$ cat config.mk
export PLATFORM = sky130hd
export DESIGN_NAME = hilo_unit
export DESIGN_NICKNAME = d
export VERILOG_FILES = /design/src/rtl/hilo_pkg.sv /design/src/rtl/hilo_unit.sv
export SDC_FILE = /design/constraint.sdc
export NUM_CORES = 1
export LEC_CHECK = 0
export ABC_AREA = 1
export CAP_MARGIN = 20
export CORE_ASPECT_RATIO = 1.75
export CORE_MARGIN = 3
export CORE_UTILIZATION = 25
export CTS_CLUSTER_DIAMETER = 100
export DETAILED_ROUTE_END_ITERATION = 7
export PLACE_DENSITY = 0.55
export SLEW_MARGIN = 40
export SYNTH_ARGS = -nofsm -noshare
export SYNTH_HDL_FRONTEND = slang
export SYNTH_SLANG_ARGS = --single-unit
export TNS_END_PERCENT = 10
$ cat constraint.sdc
create_clock -name clk -period 1.6 [get_ports clk]
set_clock_uncertainty 0.15 [all_clocks]
set_input_delay 0.32 -clock clk [delete_from_list [all_inputs] [get_ports clk]]
set_output_delay 0.32 -clock clk [all_outputs]
set_load 0.05 [all_outputs]
$ cat src/rtl/hilo_pkg.sv
// ============================================================================
//  Module   : hilo_pkg
//  Purpose  : Shared types and decode helpers for the HI/LO unit. Holds the
//             instruction class encoding, the multiplier mode encoding, the
//             FSM state type and the op -> (is_mul, sign, mode) decoders.
//  Ports    : none (package)
//  Revision : 1.0  initial release
// ============================================================================
`default_nettype none

package hilo_pkg;

  typedef enum logic [3:0] {
    HILO_NOP = 4'd0,
    MULT     = 4'd1,
    MULTU    = 4'd2,
    MADD     = 4'd3,
    MADDU    = 4'd4,
    MSUB     = 4'd5,
    MSUBU    = 4'd6,
    MTHI     = 4'd7,
    MTLO     = 4'd8
  } hilo_op_t;

  typedef enum logic [1:0] {
    MUL_PLAIN = 2'b00,
    MUL_ADD   = 2'b01,
    MUL_SUB   = 2'b10
  } mul_mode_t;

  typedef enum logic [0:0] {
    ST_IDLE = 1'b0,
    ST_BUSY = 1'b1
  } hilo_state_t;

  // True for every op that needs the multiplier.
  function automatic logic is_mul_op(hilo_op_t op);
    case (op)
      MULT, MULTU, MADD, MADDU, MSUB, MSUBU: is_mul_op = 1'b1;
      default:                               is_mul_op = 1'b0;
    endcase
  endfunction

  // 1 = signed operands.
  function automatic logic op_sign(hilo_op_t op);
    case (op)
      MULT, MADD, MSUB: op_sign = 1'b1;
      default:          op_sign = 1'b0;
    endcase
  endfunction

  function automatic mul_mode_t op_mode(hilo_op_t op);
    case (op)
      MADD, MADDU: op_mode = MUL_ADD;
      MSUB, MSUBU: op_mode = MUL_SUB;
      default:     op_mode = MUL_PLAIN;
    endcase
  endfunction

endpackage : hilo_pkg

`default_nettype wire

$ cat src/rtl/hilo_unit.sv
// ============================================================================
//  Module   : hilo_unit
//  Purpose  : HI/LO architectural register pair and multiply issue controller
//             for the EX stage. Accepts a mul-class op, latches its operands,
//             holds the multiplier inputs steady while BUSY, stalls IF..EX
//             until the multiplier returns a result and then commits HI/LO.
//             MTHI/MTLO write directly in IDLE without stalling.
//  Ports    : clk, rst (sync, active-low)
//             op_valid, op[3:0], rs_val, rt_val, flush   - from EX
//             stall                                       - pipeline hold
//             hi_o, lo_o                                  - architectural HI/LO
//             mul_valid, mul_sign, mul_mode, mul_srca/b,
//             mul_in_hi/lo                                - to multiplier
//             mul_out_valid, mul_hi, mul_lo               - from multiplier
//             timeout_err                                 - sticky watchdog flag
//  Revision : 1.0  initial release
// ============================================================================
`default_nettype none

module hilo_unit
  import hilo_pkg::*;
#(
  parameter int MUL_CYCLES = 3,
  parameter int WDOG_SLACK = 4
) (
  input  logic        clk,
  input  logic        rst,
  input  logic        op_valid,
  input  logic [3:0]  op,
  input  logic [31:0] rs_val,
  input  logic [31:0] rt_val,
  input  logic        flush,
  output logic        stall,
  output logic [31:0] hi_o,
  output logic [31:0] lo_o,
  output logic        mul_valid,
  output logic        mul_sign,
  output logic [1:0]  mul_mode,
  output logic [31:0] mul_srca,
  output logic [31:0] mul_srcb,
  output logic [31:0] mul_in_hi,
  output logic [31:0] mul_in_lo,
  input  logic        mul_out_valid,
  input  logic [31:0] mul_hi,
  input  logic [31:0] mul_lo,
  output logic        timeout_err
);

  // The watchdog gives up after this many BUSY cycles without a result.
  localparam logic [4:0] c_wdog_last = 5'(MUL_CYCLES + 2 + WDOG_SLACK - 1);

  hilo_state_t state_q;
  logic [31:0] hi_q, lo_q;
  logic [31:0] srca_q, srcb_q;
  logic        sign_q;
  mul_mode_t   mode_q;
  logic        mul_valid_q;
  logic [4:0]  wdog_q;
  logic        timeout_q;

  hilo_op_t w_op;
  logic     w_idle_op;
  logic     w_accept;
  logic     w_busy_wait;

  assign w_op        = hilo_op_t'(op);
  // flush kills the EX instruction, so it suppresses every IDLE action.
  assign w_idle_op   = op_valid && !flush && (state_q == ST_IDLE);
  assign w_accept    = w_idle_op && is_mul_op(w_op);
  assign w_busy_wait = (state_q == ST_BUSY) && !flush && !mul_out_valid;

  // Gated by rst so the pipeline is never held while the unit is in reset.
  assign stall = rst && (w_accept || w_busy_wait);

  always_ff @(posedge clk) begin
    if (!rst) begin
      state_q     <= ST_IDLE;
      hi_q        <= '0;
      lo_q        <= '0;
      srca_q      <= '0;
      srcb_q      <= '0;
      sign_q      <= 1'b0;
      mode_q      <= MUL_PLAIN;
      mul_valid_q <= 1'b0;
      wdog_q      <= '0;
      timeout_q   <= 1'b0;
    end else begin
      case (state_q)
        ST_IDLE: begin
          if (w_accept) begin
            state_q     <= ST_BUSY;
            mul_valid_q <= 1'b1;
            srca_q      <= rs_val;
            srcb_q      <= rt_val;
            sign_q      <= op_sign(w_op);
            mode_q      <= op_mode(w_op);
            wdog_q      <= '0;
          end else if (w_idle_op && (w_op == MTHI)) begin
            hi_q <= rs_val;
          end else if (w_idle_op && (w_op == MTLO)) begin
            lo_q <= rs_val;
          end
        end
        ST_BUSY: begin
          if (flush) begin
            // Abort without commit, even if the result arrives this cycle.
            state_q     <= ST_IDLE;
            mul_valid_q <= 1'b0;
          end else if (mul_out_valid) begin
            hi_q        <= mul_hi;
            lo_q        <= mul_lo;
            state_q     <= ST_IDLE;
            mul_valid_q <= 1'b0;
          end else if (wdog_q >= c_wdog_last) begin
            timeout_q   <= 1'b1;
            state_q     <= ST_IDLE;
            mul_valid_q <= 1'b0;
          end else begin
            wdog_q <= wdog_q + 5'd1;
          end
        end
        default: begin
          state_q     <= ST_IDLE;
          mul_valid_q <= 1'b0;
        end
      endcase
    end
  end

  assign hi_o        = hi_q;
  assign lo_o        = lo_q;
  assign mul_valid   = mul_valid_q;
  assign mul_sign    = sign_q;
  assign mul_mode    = mode_q;
  assign mul_srca    = srca_q;
  assign mul_srcb    = srcb_q;
  assign mul_in_hi   = hi_q;
  assign mul_in_lo   = lo_q;
  assign timeout_err = timeout_q;

endmodule : hilo_unit

`default_nettype wire

Word level (Yosys, flattened, before mapping)
Cells that the tools add are included.

word-level totals
  input bits = 137
  register bits = 139

operators by class
  muxes and demuxes = 29
  order comparisons = 1
  $add $sub $neg = 1
  reductions and logical operators = 21
  equal/unequal tests = 18
  bitwise logic cells = 3

operators with widths
  cell                                                                                  number
  32-bit two-way mux                                                                    9
  32-bit one-hot mux with 2 select lines                                                2
  5-bit two-way mux                                                                     4
  4-bit by 3-bit == test with 1-bit output (second input constant)                      4
  2-bit inequality test (second input constant)                                         7
  4-bit AND reduction                                                                   3
  1-bit two-way mux                                                                     10
  5-bit one-hot mux with 2 select lines                                                 1
  4-bit by 2-bit == test with 1-bit output (second input constant)                      2
  1-bit logical AND                                                                     8
  6-bit OR reduction                                                                    1
  5-bit by 1-bit adder with 5-bit output (second input constant)                        1
  5-bit by 4-bit greater-or-equal comparator with 1-bit output (second input constant)  1
  5-bit AND reduction                                                                   1
  4-bit by 1-bit == test with 1-bit output (second input constant)                      1
  4-bit == test (second input constant)                                                 1
  2-bit by 1-bit inequality test with 1-bit output (second input constant)              2
  4-bit by 3-bit inequality test with 1-bit output (second input constant)              1
  1-bit one-hot mux with 2 select lines                                                 2
  2-bit one-hot mux with 2 select lines                                                 1
  2-bit AND reduction                                                                   2
  2-bit OR reduction                                                                    2
  1-bit inverter                                                                        3
  3-bit OR reduction                                                                    1
  other kinds (2)                                                                       3

Longest topological paths before layout
Gate-level depths: netlist of run 1.

  word-level depth = 8
  mapped depth = 11
  depth with buffers taken out = 10

Worst setup path after synthesis of run 1
No wires, ideal clock.

  path kind = register -> output
  from = register state_q
  to = output port stall
  data arrival time = 1.831 ns
  slack = -0.701 ns
  stages on the path, launching flop included = 7
  path through = dfxtp_1 > buf_6 > nor3_2 > nand2_2 > buf_2 > buf_2 > a21oi_1

between the ends
  cells in the longest elaborated chain, start to end = 5
  elaborated cells between the ends (all ways) = 7
  those cells by class = bitwise: 1; reduce/logical: 6

RTL lines
  element                   line              text
  start, declared           hilo_unit.sv:52   hilo_state_t state_q;
  start signal, assigned    hilo_unit.sv:77   state_q <= ST_IDLE;
  start signal, assigned    hilo_unit.sv:91   state_q <= ST_BUSY;
  start signal, assigned    hilo_unit.sv:107  state_q <= ST_IDLE;
  1-bit inverter (no line)  n/a
  1-bit logical AND         hilo_unit.sv:68   assign w_idle_op = op_valid && !flush && (state_q == ST_IDLE);
  1-bit logical AND         hilo_unit.sv:69   assign w_accept = w_idle_op && is_mul_op(w_op);
  1-bit logical OR (*)      hilo_unit.sv:73   assign stall = rst && (w_accept || w_busy_wait);
  1-bit logical AND (*)     hilo_unit.sv:73
  end, declared             hilo_unit.sv:33   output logic stall,

Every way passes the cells marked *; elsewhere a longest branch is shown, timed or not.

Worst setup path in the final report of run 1
  from = input port flush
  to = output port stall

between the ends
  cells in the longest elaborated chain, start to end = 6
  elaborated cells between the ends (all ways) = 8
  those cells by class = reduce/logical: 8

RTL lines
  element                          line                              text
  start, declared                  hilo_unit.sv:32                   input logic flush,
  1-bit logical NOT (*)            hilo_unit.sv:68, hilo_unit.sv:70
  1-bit logical AND (2 in series)  hilo_unit.sv:68
  1-bit logical AND                hilo_unit.sv:69
  1-bit logical OR (*)             hilo_unit.sv:73
  1-bit logical AND (*)            hilo_unit.sv:73

Marks and branches as above.

==> metrics, run 1 <==
status finished with violations; failing checks setup timing; Post-DP HPWL between 20000 and 25000 um; hold-fix buffers at CTS 0; hold worst-path end lo_o[17]; PortBufs around 330; global-route wire length before repair 40400 um; Worst setup EP type output port; crit-path max cell delay 0.29 ns; Post-synth EDFFs 0; Clock Tree Root clkbuf_16; placed cell areas between 10000 and 15000 um^2; DIE WIDTH 126 um; worst min-delay path class in2reg; via count 6807; # setup viols final 33; Clock Tree Buf Depth 2; Initial Util 25.4%; Placed Cells incl. Taps 1455; Top FF cell, synth dfxtp_1; min-delay src rst; Post-Syn Area per Cell 7.13 um^2; Nets 1320; DRT Wirelength 28000 um; fin. max-slew vios 0; reg2reg start state_q; Reg clk slew, reported paths approximately 0.06 ns; Slew @ Worst Pin between 0.3 and 0.4 ns; clk_lat worst skew 0.42 ns; core box area 24700 um^2; Cell Area, Synth 6290 um^2; Final Instance Count excl. Fillers 1510; full die area 27200 um^2; final hold slack around 0.25 ns; fmax approximately 540 MHz; worst path required time 1.13 ns; Power, Total 0.0110 W; Area Growth Syn to Fin 104%; Finished Cell Area 12800 um^2; WP buf/inv 3; antenna violations before repair 3; critical-path cell list dlygate4sd2_1 > or2_4 > nor2_4 > inv_2 > a21oi_4 > buf_12; RSZ-0062 raised after global routing true; pwr dens 857 nW/um^2; Tot GR Track Use 19.4%; grt ovf 0; Crit-path slowest cell dlygate4sd2_1; worst setup path category in2out; R2R setup slack -0.11 ns; MaxCap Viol Count 0; R2R cell count 9; FP Rows 76; CTS tree done; CTS sink cnt 139; Final min period between 1.5 and 2 ns; DRC viols 0; gpl congestion about 0.86; fill count 2198; setup TNS -3.29 ns; Wirelength per Cell 18.6 um; final worst path period share 116%; Crit Reg-Reg Endpoint hi_o[16]; DIE HEIGHT around 220 um; peak supply drop 0.746 mV; Final Hold Fails 0; #FFs+latches synth 139; leak pwr between 5 and 6 nW; crit path DAT around 1.4 ns; H-tree depth 4; final worst setup slack -0.249 ns; pin count of the biggest net entering global routing 42; Inserted Clock Buffers 17; synthesized net count 1020; relative slew slack around 76%; vias per cell 4.51; post-synthesis sequential area ratio 44.2%; area occupied by multi-input gates 2660 um^2; Synth Warn # 0; Async SR Flop Fraction 0%; Post-DRT Antenna Nets 0; io pins 335; register area 2800 um^2; drt first-iter violations 292; vias in the first global route 6836; Critical Path Source flush; share of layout cells above drive strength 1 28.9%; CP max FO 4; crit path launch type primary input; Syn Inst Count between 800 and 900; DRT Pass-1 Iters 4; synth unique cells 29; WHS Path Cells 4; CP top delay family buffers and inverters
worst min-delay path, cell delays in order:
cell,delay (ns)
buf_4,0.16
buf_12,0.18
nand2_1,0.08
nor2_1,0.03
worst max-delay path by stage:
| stage | endpoint | depth (start not counted) | slack [ns] |
|---|---|---|---|
| 2_1_floorplan | stall | 6 | -0.17 |
| 3_3_place_gp | stall | 6 | -0.54 |
| 3_5_place_dp | mul_srca[13] | 9 | -0.58 |
| 4_1_cts | stall | 5 | -0.27 |
| 5_1_grt | stall | 4 | -0.29 |
| 6_report | stall | 6 | -0.25 |
cells in the final DEF (no fill, tap or decap), types with 11 or more instances in the layout:
cell / count
buf_4: 44
dfxtp_1: 127
o21ai_1: 16
inv_1: 37
dfxtp_2: 11
buf_12: 215
nand2_1: 78
clkdlybuf4s50_1: 128
a21oi_1: 102
clkbuf_16: 22
o21ai_0: 52
nor2_1: 229
nand3_1: 65
sequential cells by signal, indices dropped and copies added, names as in the netlist:
| register | cells |
|---|---|
| hi_o | 32 |
| lo_o | 32 |
| mul_srca | 32 |
| mul_srcb | 32 |
| wdog_q | 5 |
| mul_mode | 2 |
| mul_sign | 1 |
| mul_valid | 1 |
| state_q | 1 |
| timeout_err | 1 |
cells by family (layout without fill, tap and decap cells):
family	after synthesis	after routing	share of synthesized area, %
AOI/OAI and AO/OA	178	178	14.6
xor gates and xnor gates	1	1	0.139
adders and majority gates	1	1	0.199
buffers and inverters	170	483	15.5
DFF	139	139	44.2
other	0	3	0
and+or+nand+nor	393	393	25.3
report_power, final:
part | internal [W] | total [W] | switching (W)
registers | 0.00362 | 0.00387 | 0.000242
clock network | 0.00263 | 0.00419 | 0.00156
logic | 0.00146 | 0.00294 | 0.00148
total | 0.00770 | 0.0110 | 0.00329
final cells by class:
| class | count | area share [%] |
|---|---|---|
| diodes | 3 | 0.0585 |
| clock buffers | 22 | 3.78 |
| clock inverters | 10 | 1.07 |
| inverters | 47 | 1.53 |
| multi-input cells | 573 | 20.7 |
| flip-flops and latches | 139 | 21.8 |
| well taps | 312 | 3.04 |
| repair buffers | 404 | 48.0 |
timing repair:
| action | CTS | global route |
|---|---|---|
| cloned | 1 | 5 |
| pin swaps | 5 | 9 |
| setup buffers | 8 | 6 |
| resized for setup | 26 | 40 |
| hold endpoints to repair | 0 | 0 |
| endpoints found under the setup margin | 122 | 136 |
layer usage:
layer  GRT usage [%]  vias up  part of all wire, %
li1                -     3375                    -
met1            19.0     3153                   34
met2            38.4      245                   58
met3            4.41       34                  4.8
met4            7.27        0                  2.7
met5               0        -                    0
metrics by stage:
stage,util (%),worst slack [ns]
6_report,51.9,-0.249
5_1_grt,51.9,-0.294
4_1_cts,50.7,-0.272
3_5_place_dp,47.7,-0.583
3_3_place_gp,47.7,-0.537
2_1_floorplan,-,-0.170
synth_stat cells (2+ instances only):
cell type | count | area (um^2)
nor2_1 | 236 | 886
clkbuf_1 | 20 | 75.1
o21ai_1 | 12 | 60.1
buf_1 | 8 | 30.0
buf_6 | 7 | 78.8
nand2_1 | 82 | 308
inv_2 | 5 | 18.8
dfxtp_1 | 139 | 2780
nor2_2 | 3 | 18.8
buf_4 | 69 | 518
a21oi_1 | 104 | 521
nand3_1 | 65 | 325
inv_1 | 42 | 158
nand2_2 | 2 | 12.5
o21ai_0 | 56 | 280
buf_2 | 19 | 95.1
(Power assumes the default switching activity.)
==> run 2: changes to the inputs <==
- ABC_AREA: 1 -> unset
- CAP_MARGIN: 20 -> unset
- PLACE_DENSITY: 0.55 -> 0.54
- REMOVE_ABC_BUFFERS: unset -> 1
==> run 2 against run 1 <==
  * The run still ends with setup timing left
  * Setup slack lost 0.60 ns
  * First-iteration DRC count is 29% higher
  * Combinational power decreased by 35%
  * Count of clock-buffer cells in the layout unchanged
  * Critical path type is now reg2out
  * Critical endpoint unchanged
  * Largest cell class unchanged
  * Highest routed layer unchanged
==> metrics, run 2 <==
status finished with violations; failing checks setup timing; DIE WIDTH ~130 um; global-route wire length before repair 39100 um; DRT Pass-1 Iters 4; Psw 0.00252 W; CTS sink cnt 139; clk_lat worst skew 0.42 ns; Wirelength per Cell 19.5 um; io pins about 340; fmax roughly 400 MHz; Area Growth Syn to Fin 96.6%; pwr dens 722 nW/um^2; leak pwr a little over 5 nW; top cells by area, synth dfxtp_1 (41%), mux2i_1 (19%), nand2_1 (11%); crit path DAT 1.98 ns; DIE HEIGHT 223 um; Clock Tree Buf Depth 2; final worst setup slack -0.852 ns; leading area contributor after synthesis dfxtp_1; pin count of the biggest net entering global routing 87; Tot GR Track Use 17.9%; Worst setup EP type output port; Post-DP HPWL 19700 um; Reg clk slew, reported paths 0.05 ns; worst path required time 1.13 ns; Inserted Clock Buffers 17; vias per cell 4.62; worst min-delay path class in2reg; hold-fix buffers at CTS 0; via count 6234; Synth Warn # 0; fin. max-slew vios 0; Initial Util 25.6%; FP Rows 78; MaxCap Viol Count 0; Pint 0.00703 W; Final min period 2.45 ns; crit path launch type flip-flop; Cell Area, Synth 6730 um^2; sequential power share 38.5%; full die area 29000 um^2; peak supply drop 0.612 mV; Top FF cell, synth dfxtp_1; Async SR Flop Fraction 0%; share of the synthesized area in the top cell type 41.4%; gpl congestion 0.778; antenna violations before repair 1; Clock Tree Root clkbuf_16; most common cell after layout, fill and taps aside buf_12; Syn Inst Count 734; Final Hold Fails 0; core box area 26300 um^2; relative slew slack roughly two thirds; Post-synth EDFFs 0; Placed Cells incl. Taps ~1.3k; Power, Total 0.00955 W; CTS tree done; dpl ws -1.00 ns; most frequent cells in the layout buf_12 (208), nand2_1 (195), clkdlybuf4s50_1 (132); GRT met1 Usage 18.9%; drt first-iter violations 378; GR peak layer met2; Post-DRT Antenna Nets 0; synth unique cells 37; # setup viols final 138; Synth top cells by count nand2_1 (195), dfxtp_1 (139), mux2i_1 (128), a211oi_1 (66), buf_4 (65); worst setup path category reg2out; RSZ-0062 raised after global routing true; DRC viols 0; DRT Wirelength between 20000 and 30000 um; final worst path period share 153%; H-tree depth 4; Post-Syn Area per Cell a little over 9 um^2; most common cell in the synthesized netlist nand2_1; share of layout cells above drive strength 1 36.0%; grt ovf 0; Final Instance Count excl. Fillers 1349; switching share of power 26.4%; met3 Resource Use GR 4.26%; met2 Use GR about a third; CP max FO 2; #FFs+latches synth 139; Combinational Power Share 20.1%; vias in the first global route 6361; Clock power frac 41.4%; post-synthesis sequential area ratio around two fifths; PortBufs 334; Slew @ Worst Pin between 0.5 and 0.6 ns; Nets 1155
[run 2: cell types whose count changed after synthesis, sizes merged, moves of 27 or more]
cell and change:
nand2 +111, a211oi +66, nand3 -65, o21ai -66, a21oi -101, inv -43
nor2 -238, clkbuf +27, mux2i +128, mux2 +32
[run 2: final timing paths]
check	from	to	slack, ns	depth (start not counted)
max reg2reg	state_q	mul_srcb[3]	-0.40	6
min	rst	timeout_err	0.25	3
max	state_q	stall	-0.85	4
min reg2reg	mul_srcb[26]	mul_srcb[26]	0.34	2
[run 2: area by class of cell]
cell class                 count  area, um^2
antenna                        1        2.50
clock buffer                  22         454
clock inverter                 8         119
fill                        2268       13000
inverter                       4        15.0
multi-input combinational    465        3370
sequential                   139        2820
tap                          320         400
timing repair buffer         390        6050
[run 2: cell families after synthesis]
kind of cell,count (synthesis),share of synthesized area (%)
adder cells (fa/ha/maj),1,0.186
AND/OR/NAND/NOR,216,13.1
flip-flops,139,41.4
AO/OA/AOI/OAI,88,9.69
buffers and inverters,130,11.2
multiplexers,160,24.4
[run 2: layer usage]
layer / part of all wire, % / vias up
li1: - / 3037
met1: 36 / 2975
met2: 57 / 190
met3: 4.2 / 32
met5: 0 / -
met4: 2.4 / 0
[run 2: what timing repair did]
action,in CTS,in global routing
gates resized for setup,39,32
setup endpoints to repair,162,166
pin swaps,5,3
cloned,2,5
buffers inserted,5,0
[run 2: power by group through the flow]
stage                     combinational [W]  clock [W]  sequential [W]
after floorplan                    0.000362          0         0.00409
after global placement              0.00185          0         0.00375
after detailed placement            0.00186          0         0.00375
after CTS                           0.00190    0.00409         0.00368
after global routing                0.00202    0.00423         0.00369
final                               0.00192    0.00395         0.00368
[run 2: worst max-delay path, cell delays in order (launching register included)]
cell and delay (ns):
dfxtp_4 0.34, or4b_4 0.48, or3_4 0.40, a21oi_4 0.19, buf_12 0.15
[run 2: stage by stage]
stage	instance area (um^2)	TNS, ns	utilization, %	hold slack, ns
3_5_place_dp	12200	-95.76	46.5	0.336
6_report	13200	-37.61	50.4	0.251
3_3_place_gp	12200	-96.40	46.5	0.321
5_1_grt	13200	-46.70	50.4	0.254
4_1_cts	13000	-38.96	49.5	0.235
2_1_floorplan	5980	-566.18	-	0.276
==> run 3: changes to the inputs <==
- CORE_MARGIN: 3 -> 5
==> run 3 against run 2 <==
  * Maximum frequency rose by 0.54%
  * Largest cell class unchanged
  * Count of clock-buffer cells in the layout did not move
  * Setup slack improved by 0.013 ns
  * The flow still finishes with violations (setup timing)
  * Largest power group unchanged
  * Combinational power barely moved
==> metrics, run 3 (synthesis gave the netlist of run 2 again) <==
Clock Tree Buf Depth 2; fill count roughly 2.4k; leak pwr around 5.1 nW; crit path DAT 1.97 ns; final worst setup slack -0.839 ns; final worst path period share 152%; most common cell after layout, fill and taps aside buf_12; DRT Wirelength 26400 um; FP Rows 79; CTS tree done; Final min period roughly 2.4 ns; worst min-delay path class in2reg; failing checks setup timing; Slew @ Worst Pin 0.370 ns; global-route wire length before repair approximately 38000 um; vias per cell 4.56; Clock Tree Root clkbuf_16; drt first-iter violations about 270; Tot GR Track Use 16.7%; Post-DRT Antenna Nets 0; PortBufs 334; status finished with violations; share of layout cells above drive strength 1 33.5%; io pins 335; CP max FO 2; CTS sink cnt approximately 140; most frequent cells in the layout buf_12 (209), nand2_1 (195), clkdlybuf4s50_1 (132); MaxCap Viol Count 0; DRT Pass-1 Iters 4; clk_lat worst skew 0.42 ns; dpl ws -0.973 ns; via count 6181; DIE HEIGHT 227 um; GR peak layer met2; core box area 26600 um^2; pwr dens 746 nW/um^2; Initial Util 25.3%; DRC viols 0; worst path required time 1.13 ns; met3 Resource Use GR 3.96%; peak supply drop about 0.63 mV; met2 Use GR 31.4%; full die area 30400 um^2; pin count of the biggest net entering global routing 85; RSZ-0062 raised after global routing true; GRT met1 Usage around 18%; Reg clk slew, reported paths ~0.060 ns; Post-DP HPWL 20000 um; Wirelength per Cell 19.5 um; H-tree depth 4; Inserted Clock Buffers 17; crit path launch type flip-flop; # setup viols final 125; hold-fix buffers at CTS 0; worst setup path category reg2out; Nets 1155; relative slew slack 75.3%; Area Growth Syn to Fin 95.8%; grt ovf 0; Final Hold Fails 0; fin. max-slew vios 0; fmax 410 MHz; Worst setup EP type output port; antenna violations before repair 2; gpl congestion 0.766; setup TNS -52.08 ns; vias in the first global route 6342; DIE WIDTH 134 um
run 3: cell count changes in the layout (fill, tap and decap cells not counted), moves of 2 or more:
cell / previous run / this run
clkbuf_8: 1 / 6
buf_16: 0 / 4
dlygate4sd2_1: 0 / 3
a211oi_2: 23 / 1
a211oi_1: 43 / 65
clkbuf_16: 21 / 18
dfxtp_2: 23 / 11
clkbuf_1: 4 / 0
dfxtp_1: 115 / 127
clkinv_4: 0 / 2
dlymetal6s2s_1: 3 / 0
buf_6: 12 / 10
bufbuf_16: 2 / 0
run 3: power by group:
part	leakage, nW	switching, W	total, W	internal (W)
Combinational	3.67	0.000902	0.00192	0.00102
Sequential	1.13	0.000123	0.00367	0.00355
Clock	0.316	0.00157	0.00423	0.00266
run 3: through the flow:
| step | cells | hold WS, ns | power [W] | area (um^2) | utilization (%) |
|---|---|---|---|---|---|
| after floorplan | 608 | 0.276 | 0.00445 | 5980 | - |
| after global placement | 1313 | 0.312 | 0.00561 | 12200 | 46.0 |
| after detailed placement | 1313 | 0.335 | 0.00562 | 12200 | 46.0 |
| after CTS | 1354 | 0.200 | 0.00996 | 13100 | 49.2 |
| after global routing | 1356 | 0.226 | 0.0102 | 13200 | 49.5 |
| final | 1356 | 0.227 | 0.00982 | 13200 | 49.5 |
run 3: final timing paths:
kind | slack, ns | endpoint | cells past startpoint | start
max reg2reg | -0.74 | mul_srca[15] | 9 | state_q
max | -0.84 | stall | 4 | state_q
min reg2reg | 0.34 | mul_srca[3] | 2 | mul_srca[3]
min | 0.23 | mul_mode[1] | 3 | rst
run 3: layer usage:
metal | wire [um] | up-vias | part of all wire (%)
li1 | - | 3033 | -
met2 | 14700 | 195 | 56
met3 | 1260 | 36 | 4.8
met1 | 9710 | 2917 | 37
met5 | 0 | - | 0
met4 | 749 | 0 | 2.8
run 3: cell type report:
cell class	count	area, um^2	area share (%)
Sequential cell	139	2800	21.3
Antenna cell	2	5.00	0.0380
Timing Repair Buffer	390	6030	45.8
Inverter	4	15.0	0.114
Tap cell	324	405	3.08
Clock buffer	22	494	3.75
Clock inverter	10	136	1.04
Multi-Input combinational cell	465	3280	24.9
run 3: critical path: stages, from the launching register on:
cell	delay [ns]
dfxtp_4	0.34
or4b_4	0.49
or3_4	0.42
a21oi_4	0.15
buf_12	0.15
run 3: repair_timing:
item | CTS | global route
pin swaps | 26 | 3
resized for setup | 31 | 19
endpoints found under the setup margin | 151 | 151
buffers inserted | 6 | 1
cloned | 4 | 1
